`config.mk`:
```
export PLATFORM = sky130hd
export DESIGN_NAME = pwm_multi_gen
export DESIGN_NICKNAME = d
export VERILOG_FILES = /design/src/rtl/pwm_multi_gen.sv
export SDC_FILE = /design/constraint.sdc
export NUM_CORES = 1
export LEC_CHECK = 0
export CAP_MARGIN = 20
export CORE_UTILIZATION = 30
export CTS_BUF_LIST = sky130_fd_sc_hd__clkbuf_16
export CTS_CLUSTER_DIAMETER = 60
export DETAILED_ROUTE_END_ITERATION = 12
export DONT_BUFFER_PORTS = 1
export GPL_ROUTABILITY_DRIVEN = 0
export GPL_TIMING_DRIVEN = 0
export PLACE_DENSITY = 0.53
export SLEW_MARGIN = 15
export SYNTH_ARGS = -nofsm -noshare
export SYNTH_HDL_FRONTEND = slang
export SYNTH_SLANG_ARGS = --single-unit
```
`constraint.sdc`:
```
create_clock -name i_clock -period 3.8 [get_ports i_clock]
set_clock_uncertainty 0.2 [all_clocks]
set_input_delay 0.19 -clock i_clock [delete_from_list [all_inputs] [get_ports i_clock]]
set_output_delay 0.19 -clock i_clock [all_outputs]
set_load 0.01 [all_outputs]
```
`src/rtl/pwm_multi_gen.sv`:
```
// pwm_multi_gen: NUM_CH independent PWM channels sharing one shadow-register write port.
// Shadow values move to the active set only at a period boundary or while a channel is idle.
module pwm_multi_gen #(
    parameter  int NUM_CH = 4,
    parameter  int WIDTH  = 8,
    localparam int CH_W   = (NUM_CH > 1) ? $clog2(NUM_CH) : 1
) (
    input  logic              i_clock,
    input  logic              i_reset,
    input  logic [NUM_CH-1:0] i_enable,
    input  logic              i_wr_valid,
    input  logic [CH_W-1:0]   i_wr_ch,
    input  logic [WIDTH-1:0]  i_wr_period,
    input  logic [WIDTH-1:0]  i_wr_pulse,
    input  logic              i_wr_invert,
    output logic [NUM_CH-1:0] o_pwm,
    output logic [NUM_CH-1:0] o_period_end
);
    logic [WIDTH-1:0]  r_sh_period  [NUM_CH];
    logic [WIDTH-1:0]  r_sh_pulse   [NUM_CH];
    logic [WIDTH-1:0]  r_act_period [NUM_CH];
    logic [WIDTH-1:0]  r_act_pulse  [NUM_CH];
    logic [WIDTH-1:0]  r_cnt        [NUM_CH];
    logic [NUM_CH-1:0] r_sh_inv;
    logic [NUM_CH-1:0] r_act_inv;

    logic [NUM_CH-1:0] w_wr_hit;
    logic [NUM_CH-1:0] w_run;
    logic [NUM_CH-1:0] w_last;
    logic [NUM_CH-1:0] w_load;

    // Out-of-range channel indices never match any k, so such writes fall away.
    always_comb begin
        w_wr_hit = '0;
        w_run    = '0;
        w_last   = '0;
        w_load   = '0;
        for (int k = 0; k < NUM_CH; k++) begin
            w_wr_hit[k] = i_wr_valid && (i_wr_ch == CH_W'(k));
            w_run[k]    = i_enable[k] && (r_act_period[k] != '0);
            w_last[k]   = (r_act_period[k] != '0) &&
                          (r_cnt[k] == r_act_period[k] - WIDTH'(1));
            w_load[k]   = !w_run[k] || w_last[k];
        end
    end

    always_ff @(posedge i_clock) begin
        if (i_reset) begin
            for (int k = 0; k < NUM_CH; k++) begin
                r_sh_period[k]  <= '0;
                r_sh_pulse[k]   <= '0;
                r_act_period[k] <= '0;
                r_act_pulse[k]  <= '0;
                r_cnt[k]        <= '0;
            end
            r_sh_inv     <= '0;
            r_act_inv    <= '0;
            o_pwm        <= '0;
            o_period_end <= '0;
        end else begin
            for (int k = 0; k < NUM_CH; k++) begin
                if (w_wr_hit[k]) begin
                    r_sh_period[k] <= i_wr_period;
                    r_sh_pulse[k]  <= i_wr_pulse;
                    r_sh_inv[k]    <= i_wr_invert;
                end
                // Non-blocking reads of the shadow regs defer a boundary-cycle write by one period.
                if (w_load[k]) begin
                    r_act_period[k] <= r_sh_period[k];
                    r_act_pulse[k]  <= r_sh_pulse[k];
                    r_act_inv[k]    <= r_sh_inv[k];
                end
                if (!w_run[k] || w_last[k]) begin
                    r_cnt[k] <= '0;
                end else begin
                    r_cnt[k] <= r_cnt[k] + WIDTH'(1);
                end
                o_pwm[k]        <= w_run[k] ? ((r_cnt[k] < r_act_pulse[k]) ^ r_act_inv[k])
                                            : r_act_inv[k];
                o_period_end[k] <= w_run[k] && w_last[k];
            end
        end
    end

endmodule

```
### Word level (Yosys, flattened, before mapping)

Memories as Yosys holds them, arrays and structs flattened.
Index checks and enable logic that the tools add are counted.
W data, S select, Z words.

* bits in registers: 16
* memory bits (writable): 160
* input bits: 26
* word-level logic and storage cells: 157
* memories kept: 5

Memory list
* r_act_period: depth 4, width 8, rd ports 4, clocked after Yosys merged registers in 0, wr ports 4, line 21 `logic [WIDTH-1:0] r_act_period [NUM_CH];`
* r_act_pulse: depth 4, width 8, rd ports 4, clocked after Yosys merged registers in 0, wr ports 4, line 22 `logic [WIDTH-1:0] r_act_pulse [NUM_CH];`
* r_cnt: depth 4, width 8, rd ports 4, clocked after Yosys merged registers in 0, wr ports 4, line 23 `logic [WIDTH-1:0] r_cnt [NUM_CH];`
* r_sh_period: depth 4, width 8, rd ports 4, clocked after Yosys merged registers in 0, wr ports 4, line 19 `logic [WIDTH-1:0] r_sh_period [NUM_CH];`
* r_sh_pulse: depth 4, width 8, rd ports 4, clocked after Yosys merged registers in 0, wr ports 4, line 20 `logic [WIDTH-1:0] r_sh_pulse [NUM_CH];`

* add/sub/neg operators: 8
* order comparisons: 4
* eq/ne operators: 7
* muxes and demuxes: 66
* bitwise logic cells: 28
* reduce and logical (&&, ||, !) cells: 29

Operator list (number)
* $mux W8: 24
* $mux W1: 42
* $add A8 B1 Y8 const B: 4
* $eq A8 B8 Y1: 4
* $lt A8 B8 Y1: 4
* $reduce_bool A8 Y1: 4
* $sub A8 B1 Y8 const B: 4
* $or A1 B1 Y1: 24
* $logic_and A1 B1 Y1: 16
* $eq A2 B2 Y1 const B: 2
* $logic_not A1 Y1: 4
* $logic_or A1 B1 Y1: 4
* $xor A1 B1 Y1: 4
* $eq A2 B1 Y1 const B: 1
* $logic_not A2 Y1: 1

### Logic depth before layout (Yosys ltp)

Gate-level depths: netlist (run 1).

* depth after elaboration: 9
* gate-level depth with buffers: 11

### Worst setup path after synthesis (run 1)

No wires, ideal clock.

* path type: reg2reg
* start point: memory r_act_period[3][0]
* end point: memory r_act_period[3][0], enable pin
* data arrival time: 2216 ps
* setup slack: 1007 ps
* stages on the path, launching flop included: 10
* path buffers: 1
* clock period less this slack: 2793 ps
* path through: edfxtp_1 inv_1 ha_1 clkbuf_1 o21bai_1 a211oi_1 a41oi_1 a21oi_1 o2111ai_4 nand2_1

RTL lines (line)
* start: declaration: 21

==> results of run 1 <==
cell usage in the layout (no fill, tap or decap), types with 5 or more instances in the layout:
master         instances
and2_1               128
nand3_1               23
edfxtp_1             160
nand4_1                9
and3_1                13
clkbuf_16             17
a211oi_1               5
inv_1                 52
xor2_1                32
ha_1                  36
clkbuf_1              13
dfxtp_1               16
nand2_1               28
dlygate4sd3_1         22
xnor2_1               30
a21oi_1               16
nand2b_1               8
o21ai_0               15
a21o_1                 9
conb_1                32
inv_6                  5
nor3_1                 9
nor2_1                50
logic make-up after synthesis:
group                      after synthesis
and+or+nand+nor                        299
muxes                                    4
xor gates and xnor gates                62
buffers and inverters                   71
other                                    1
DFF                                    176
AOI/OAI and AO/OA                       75
adders and majority gates               36
worst max-delay path, cell delays in order (launching register included):
cell	delay (ns)
edfxtp_1	0.43
inv_1	0.06
ha_1	0.19
clkbuf_1	0.23
o21bai_1	0.26
a211oi_1	0.27
a41oi_1	0.07
a21oi_1	0.30
o2111ai_4	0.22
nand2_1	0.78
nor2_1	0.13
cell type report:
class,count,area (µm²),share of cell area (%)
antenna,2,5.00,0.0495
buffer,19,90.1,0.891
clock buffer,17,425,4.21
clock inverter,15,174,1.72
inverter,52,195,1.93
multi-input combinational,508,3410,33.7
sequential,176,5120,50.7
tap,378,473,4.68
timing repair buffer,22,220,2.18
final timing paths:
path | endpoint | slack, ns
max | r_cnt[0][28]$_SDFFCE_PN0P_ | 0.37
min | r_sh_period[0][20]$_SDFFCE_PN0P_ | 0.04
min reg2reg | r_act_inv[1]$_SDFFE_PP0P_ | 0.28
max reg2reg | r_cnt[0][28]$_SDFFCE_PN0P_ | 0.37
through the flow:
| step | worst slack, ns | hold slack, ns | power (mW) | cells |
|---|---|---|---|---|
| finish | 0.373 | 0.0378 | 4.74 | 1189 |
| global route | 0.126 | 0.0530 | 4.95 | 1187 |
| CTS | 0.358 | 0.0394 | 4.78 | 1187 |
| detailed placement | 0.386 | 0.107 | 2.95 | 1133 |
| global placement | 0.417 | 0.107 | 2.94 | 1133 |
| floorplan | 1.01 | 0.0986 | 2.82 | 755 |
what timing repair did:
action / 4_1_cts / 5_1_grt
gates resized for setup: 0 / 0
hold buffers: 22 / 0
hold endpoints to repair: 73 / 0
sequential cells by signal (all words and copies together), names as in the netlist:
name	count
o_period_end	4
o_pwm	4
r_act_inv	4
r_act_period	32
r_act_pulse	32
r_cnt	32
r_sh_inv	4
r_sh_period	32
r_sh_pulse	32
synthesized netlist by cell type (3+ instances only):
cell type    n  share of area (%)
a211oi_1     5               0.43
and3_1      13               0.94
nor4_1       3               0.22
a21o_1       9               0.78
xor2_1      32                3.2
nor3_1       9               0.52
nor2_2       3               0.22
and2_1     128                9.2
clkbuf_1    13               0.56
nand3_1     23                1.3
a31oi_1      3               0.22
nand2_1     28                1.2
or3_1        3               0.22
nor2_1      50                2.2
nand3b_1     3               0.26
nand4_1      9               0.65
dfxtp_1     16                3.7
inv_1       52                2.2
a21oi_1     16               0.92
ha_1        36                5.2
o21ai_0     16               0.92
nand2b_1     8               0.58
mux2i_1      4               0.46
edfxtp_1   160                 55
nor3b_1      3               0.26
o31ai_1      4               0.35
xnor2_1     30                3.0
metal layers:
layer  share of wire (%)  wire length [µm]  up-vias  global-route usage (%)
li1                    -                 -     2672                       -
met1                  49              8700     2515                    17.6
met2                  47              8270       73                    20.7
met3                 2.9               521       15                    2.47
met4                 1.2               212        0                    4.00
met5                   0                 0        -                       0
power by group:
part | switching, mW | internal [mW] | total (mW)
logic | 0.316 | 0.241 | 0.556
clock network | 0.796 | 0.994 | 1.79
registers | 0.108 | 2.28 | 2.39
==> out/metrics.sh, run 1 <==
RUN_STATUS='completed'
FINAL_MAX_SLEW_VIOL_COUNT=0
SYNTH-XOR-AREA-SHARE_PCT=6.24
HP-CLASS='input pin to flop'
CRITICAL_PATH_REQUIRED_NS=3.74
CRIT_PATH_END_KIND='flop'
SETUP_REPAIR_AFTER_GLOBAL_ROUTING_MISSED_ITS_MARGIN='no'
SETUP_TOTAL_NEGATIVE_SLACK_NS=0
MIN_PATH_CELLS=1
LARGEST_FAMILY_OF_LOGIC_CELLS_BY_SYNTHESIZED_AREA='simple AND/OR/NAND/NOR gates'
MAX_FREQ_MHz=292
SYNTH_FA_HA_AREA_SHARE_PCT=5.18
WORST_EP_ARRIVAL_NS=3.36
DRT_PRE_ANTENNA_ITERS=4
MAXCAPVIOLATIONS=0
LAYOUT-DRIVE-GT1-SHARE_PCT=6.80
REGISTER_CLOCK_PIN_SLEW_ON_THE_REPORTED_WORST_SETUP_AND_HOLD_PATHS_NS=0.07
YOSYS_REGISTER_BITS=176
POST-DP-HPWL_UM=12300
ROUTED_VIA_DENSITY=4.44
CTS_TREE='yes'
DESIGN.PORTCOUNT=34
SYNTH_COMPOUND_AREA_SHARE_PCT=6.19
POWERDENSITY_nW_PER_UM2=468
NUMBER_OF_ANTENNA_VIOLATIONS_AT_THE_FIRST_CHECK_IN_GLOBAL_ROUTING=0
DIE-WIDTH_UM=172
GR-TOTAL-OVERFLOW=0
IO_BUFFER_COUNT=0
DESIGN.DIE.AREA_UM2=29700
R2R-START='r_act_period[3][0]$_SDFFCE_PN0P_'
DRTITER0DRC=279
SYNTHESIS.AREA_PER_INSTANCE_UM2=12.0
FINAL_NETS=858
SYNTHESIZED_AREA_UM2=8700
HTREEDEPTH=4
COREAREA_UM2=28200
DRC_ERRORS=0
PLACE_AREA_UM2=9290
ASYNCSETRESETFLOPFRACSYNTH_PCT=0
CLOCK_SINKS=176
DR_TOTAL_VIAS=5275
CELLLEAKAGEPOWER_nW=3.82
YOSYSWARNINGS=0
WORST_R2R_PATH_DEPTH=10
WORST_SLEW_PIN_SLEW_NS=0.956
FINISH.INSTANCE_AREA_UM2=10100
VIAS_IN_THE_FIRST_GLOBAL_ROUTE=5287
GRT_PASS1_WL_UM=28700
INITIAL_CORE_UTIL_PCT=30.9
PLACEMENTROWS=61
SYNTH-EDFF-COUNT=160
FILLCELLCOUNT=2805
WORSTSETUPSTARTPOINT='r_act_period[3][0]$_SDFFCE_PN0P_'
CTS_SETUP_BUFFERS=0
POST_SYNTHESIS_SEQUENTIAL_AREA_RATIO_PCT=58.9
CLOCK-ROOT-BUFFER='clkbuf_16'
ROUTED_WIRELENGTH_UM=17700
MIN_PERIOD_NS=3.43
WL_PER_CELL_UM=14.9
IRDROPWORSTVDD_uV=260
FINAL_HOLD_VIOL_COUNT=0
SYNTHDISTINCTLIBCELLS=60
GRT.TOTAL_USAGE_PCT=12.9
HOLD_PATH_STARTPOINT='i_wr_ch[0]'
DRTANTENNAVIOLNETS=0
PIN_COUNT_OF_THE_BIGGEST_NET_ENTERING_GLOBAL_ROUTING=25
FINAL_MIN_PERIOD_OVER_CLOCK_PERIOD_PCT=90.2
WORST_MAX_SLEW_MARGIN_EXPRESSED_RELATIVE_TO_THE_LIMIT_PCT=36.1
CRIT_PATH_MAX_FANOUT=23
DIE_Y_EXTENT_UM=172
YOSYS.AREA_SHARE.SIMPLE_PCT=19.7
CTS_MADE_BUFFERS=17
WORSTSKEWPAIRLATENCY_NS=0.42
SYNTHESIS.INSTANCES=724
STARTPOINT_TYPE='flop'
FINAL-SETUP-VIOL-COUNT=0
SYNTH_MUX_AREA_SHARE_PCT=0.460
PATH_CLASS='flop to flop'
DOMINANTREGCELLSYNTH='edfxtp_1'
FINAL_CORE_UTILIZATION_PCT=35.9
CTS-ROOT-TO-SINK-BUFFERS=2
FLOW.AREA_GROWTH_FROM_SYNTHESIS_PCT=16.3
Note: power is estimated with default switching activity, not from simulation.
==> run 2: changes to the inputs <==
ABC_AREA = 1   (was not set)
CORE_UTILIZATION = 55   (was 30)
PLACE_DENSITY = 0.79   (was 0.53)
==> run 2 against run 1 <==
Clock power down 5%. Routed wire length fell by 4.7%. First-iteration DRC count up 34%. Maximum frequency grew 25%. Area after synthesis is 3.9% higher. Register-to-register slack improved by 0.68 ns. Cell area is 1.8% higher. Critical path type unchanged.
==> out/metrics.sh, run 2 <==
FINAL_MAX_SLEW_VIOL_COUNT=0  # unchanged
FINAL_CORE_UTILIZATION_PCT=64.6  # was 35.9%
DESIGN.PORTCOUNT=34  # unchanged
DOMINANTREGCELLSYNTH='edfxtp_1'  # unchanged
CTS-ROOT-TO-SINK-BUFFERS=2  # unchanged
CTS_RESIZED=0  # unchanged
DIE_Y_EXTENT_UM=130  # was 172 µm
DRTITER0DRC=375  # was 279
SYNTHESIZED_AREA_UM2=9030  # was 8700 µm²
DIE-WIDTH_UM=130  # was 172 µm
ROUTED_WIRELENGTH_UM=16900  # was 17700 µm
SYNTHESIS.INSTANCES=958  # was 724
CTS_SETUP_BUFFERS=0  # unchanged
FINAL_NETS=1101  # was 858
SYNTH_LARGEST_TYPE_AREA_FRACTION_PCT=53.2  # was 55.3%
CLOCKPOWERSHARE_PCT=36.0  # was 37.8%
SYNTH_TOP_CELL_BY_AREA='edfxtp_1'  # unchanged
MAX_FREQ_MHz=364  # was 292 MHz
SEQUENTIALPOWERSHARE_PCT=50.3  # was 50.5%
LAYOUT-DRIVE-GT1-SHARE_PCT=8.65  # was 6.80%
HTREEDEPTH=4  # unchanged
VIAS_IN_THE_FIRST_GLOBAL_ROUTE=5989  # was 5287
MAXCAPVIOLATIONS=0  # unchanged
CLOCK_SINKS=176  # unchanged
IRDROPWORSTVDD_uV=391  # was 260 µV
DRTANTENNAVIOLNETS=0  # unchanged
YS_TOP_CELLS_BY_AREA='edfxtp_1 53%, inv_1 7.9%, nor2_1 7.4%'  # was edfxtp_1 55%, and2_1 9.2%, ha_1 5.2%
CRITICAL_PATH_REQUIRED_NS=3.65  # was 3.74 ns
YOSYS_REGISTER_BITS=176  # unchanged
PLACE_AREA_UM2=9420  # was 9290 µm²
POST_SYNTHESIS_SEQUENTIAL_AREA_RATIO_PCT=56.7  # was 58.9%
WORST_EP_ARRIVAL_NS=2.60  # was 3.36 ns
WORST_MAX_SLEW_MARGIN_EXPRESSED_RELATIVE_TO_THE_LIMIT_PCT=40.6  # was 36.1%
FINAL-SETUP-VIOL-COUNT=0  # unchanged
ASYNCSETRESETFLOPFRACSYNTH_PCT=0  # unchanged
FINAL_HOLD_VIOL_COUNT=0  # unchanged
INTERNAL_POWER_mW=3.48  # was 3.52 mW
REGISTER_CLOCK_PIN_SLEW_ON_THE_REPORTED_WORST_SETUP_AND_HOLD_PATHS_NS=0.07  # about the same
COREAREA_UM2=15900  # was 28200 µm²
SEQUENTIAL_CELL_AREA_UM2=5120  # unchanged
SWITCHING_SHARE_PCT=26.4  # was 25.7%
WORST_SLEW_PIN_SLEW_NS=0.889  # was 0.956 ns
DRC_ERRORS=0  # unchanged
MOSTFREQUENTLAYOUTCELLS='192 x inv_1, 178 x nor2_1, 160 x edfxtp_1'  # was 160 x edfxtp_1, 128 x and2_1, 52 x inv_1
YOSYSWARNINGS=0  # unchanged
CELLLEAKAGEPOWER_nW=4.65  # was 3.82 nW
DRT_PRE_ANTENNA_ITERS=5  # was 4
PLACEMENTROWS=46  # was 61
GRT_PASS1_WL_UM=28200  # was 28700 µm
STARTPOINT_TYPE='flop'  # unchanged
SYNTHDISTINCTLIBCELLS=32  # was 60
GRT.TOTAL_USAGE_PCT=22.4  # was 12.9%
SYNTHESIS.AREA_PER_INSTANCE_UM2=9.43  # was 12.0 µm²
FLOW.AREA_GROWTH_FROM_SYNTHESIS_PCT=14.0  # was 16.3%
SYNTH-EDFF-COUNT=160  # unchanged
SHARE_COMB_OF_TOTAL_POWER_PCT=13.7  # was 11.7%
ROUTED_VIA_DENSITY=4.92  # was 4.44
FINAL_ANTENNA_DIODE_COUNT=0  # was 2
GR-TOTAL-OVERFLOW=0  # unchanged
DR_TOTAL_VIAS=6237  # was 5275
FINISH.INSTANCE_AREA_UM2=10300  # was 10100 µm²
MULTI_INPUT_AREA_UM2=3220  # was 3410 µm²
MIN_PERIOD_NS=2.75  # was 3.43 ns
SETUP_TOTAL_NEGATIVE_SLACK_NS=0  # unchanged
INITIAL_CORE_UTIL_PCT=56.7  # was 30.9%
PATH_CLASS='flop to flop'  # unchanged
WORSTSKEWPAIRLATENCY_NS=0.43  # was 0.42 ns
DESIGN.DIE.AREA_UM2=16900  # was 29700 µm²
CLOCK-ROOT-BUFFER='clkbuf_16'  # unchanged
PIN_COUNT_OF_THE_BIGGEST_NET_ENTERING_GLOBAL_ROUTING=25  # unchanged
MOST_FREQUENT_STANDARD_CELL_IN_THE_LAYOUT_EXCLUDING_FILL_AND_TAP_CELLS='inv_1'  # was edfxtp_1
SYNTHTOPCELLSBYCOUNT='191 x inv_1, 178 x nor2_1, 160 x edfxtp_1'  # was 160 x edfxtp_1, 128 x and2_1, 52 x inv_1
CRIT_PATH_END_KIND='flop'  # unchanged
RUN_STATUS='completed'  # unchanged
CRIT_PATH_MAX_FANOUT=24  # was 23
POST-DP-HPWL_UM=11600  # was 12300 µm
IO_BUFFER_COUNT=0  # unchanged
FILLCELLCOUNT=1210  # was 2805
YOSYS.CELL_COUNT.TOP_TYPE='inv_1'  # was edfxtp_1
CTS_TREE='yes'  # unchanged
SETUP_REPAIR_AFTER_GLOBAL_ROUTING_MISSED_ITS_MARGIN='no'  # unchanged
PLACEMENT.SETUP.WORST_SLACK_NS=1.04  # was 0.386 ns
POWERDENSITY_nW_PER_UM2=459  # was 468 nW/µm²
SWITCHING_POWER_TOTAL_mW=1.25  # was 1.22 mW
NUMBER_OF_ANTENNA_VIOLATIONS_AT_THE_FIRST_CHECK_IN_GLOBAL_ROUTING=0  # unchanged
HP-CLASS='flop to flop'  # was input pin to flop
FINALWORSTSETUPSLACK_NS=1.05  # was 0.373 ns
FINAL_MIN_PERIOD_OVER_CLOCK_PERIOD_PCT=72.2  # was 90.2%
CTS_MADE_BUFFERS=17  # unchanged
WL_PER_CELL_UM=13.3  # was 14.9 µm
## run 2: worst max-delay path: stages, from the launching register on
cell	delay [ns]
edfxtp_1	0.45
inv_2	0.12
ha_1	0.23
nand2_1	0.11
nand2_1	0.07
nand2_1	0.05
nand2_1	0.07
nand2_1	0.05
nor2_1	0.13
nand4_2	0.18
nand2_1	0.70
## run 2: final timing paths
kind,endpoint,slack (ns),start,cells after the start
setup / recovery,r_act_pulse[0][3]$_SDFFCE_PN0P_,1.05,r_act_period[0][0]$_SDFFCE_PN0P_,10
hold / removal,r_act_inv[3]$_SDFFE_PP0P_,0.27,r_sh_inv[3]$_SDFFE_PP0P_,2
setup reg to reg,r_act_pulse[0][3]$_SDFFCE_PN0P_,1.05,r_act_period[0][0]$_SDFFCE_PN0P_,10
hold reg to reg,r_act_inv[3]$_SDFFE_PP0P_,0.27,r_sh_inv[3]$_SDFFE_PP0P_,2
## run 2: through the flow
step	power [mW]	instances	hold WS, ns
4_1_cts	4.75	1268	0.267
5_1_grt	4.95	1268	0.306
6_report	4.73	1268	0.275
3_3_place_gp	3.01	1205	0.0764
2_1_floorplan	2.89	989	0.0693
3_5_place_dp	3.03	1205	0.0769
## run 2: routing by layer
layer / part of all wire [%] / vias to the layer above / GRT usage [%]
met1: 43 / 2862 / 27.4
li1: - / 3175 / -
met2: 48 / 166 / 37.0
met5: 0 / - / 0
met4: 2.7 / 0 / 9.58
met3: 7.1 / 34 / 6.64
## run 2: cells by family (layout without fill, tap and decap cells)
group                    after synthesis  in the layout  synth area share, %
AO/OA/AOI/OAI                         34             34                 1.95
other                                  1             32               0.0415
AND/OR/NAND/NOR                      469            469                 23.6
flip-flops                           176            176                 56.7
adder cells (fa/ha/maj)               36             36                 4.99
buffers and inverters                203            266                 8.88
XOR/XNOR                              39             39                 3.78
## run 2: cell type report
class                   instances  share of cell area [%]
inverters                     192                    7.00
repair buffers                 31                    3.01
clock inverters                15                    1.40
flip-flops and latches        176                    49.8
clock buffers                  17                    4.13
plain buffers                  11                   0.790
multi-input cells             610                    31.3
well taps                     216                    2.62
## run 2: power groups by stage
stage,logic (mW),clock network [mW],registers (mW)
floorplan,0.502,0,2.39
global placement,0.590,0,2.42
detailed placement,0.613,0,2.42
CTS,0.647,1.72,2.38
global route,0.752,1.80,2.40
finish,0.650,1.70,2.38
## run 2: timing repair
| item | 4_1_cts | 5_1_grt |
|---|---|---|
| endpoints found under the hold margin | 81 | 0 |
| hold buffers | 31 | 0 |
| endpoints found under the setup margin | 0 | 0 |
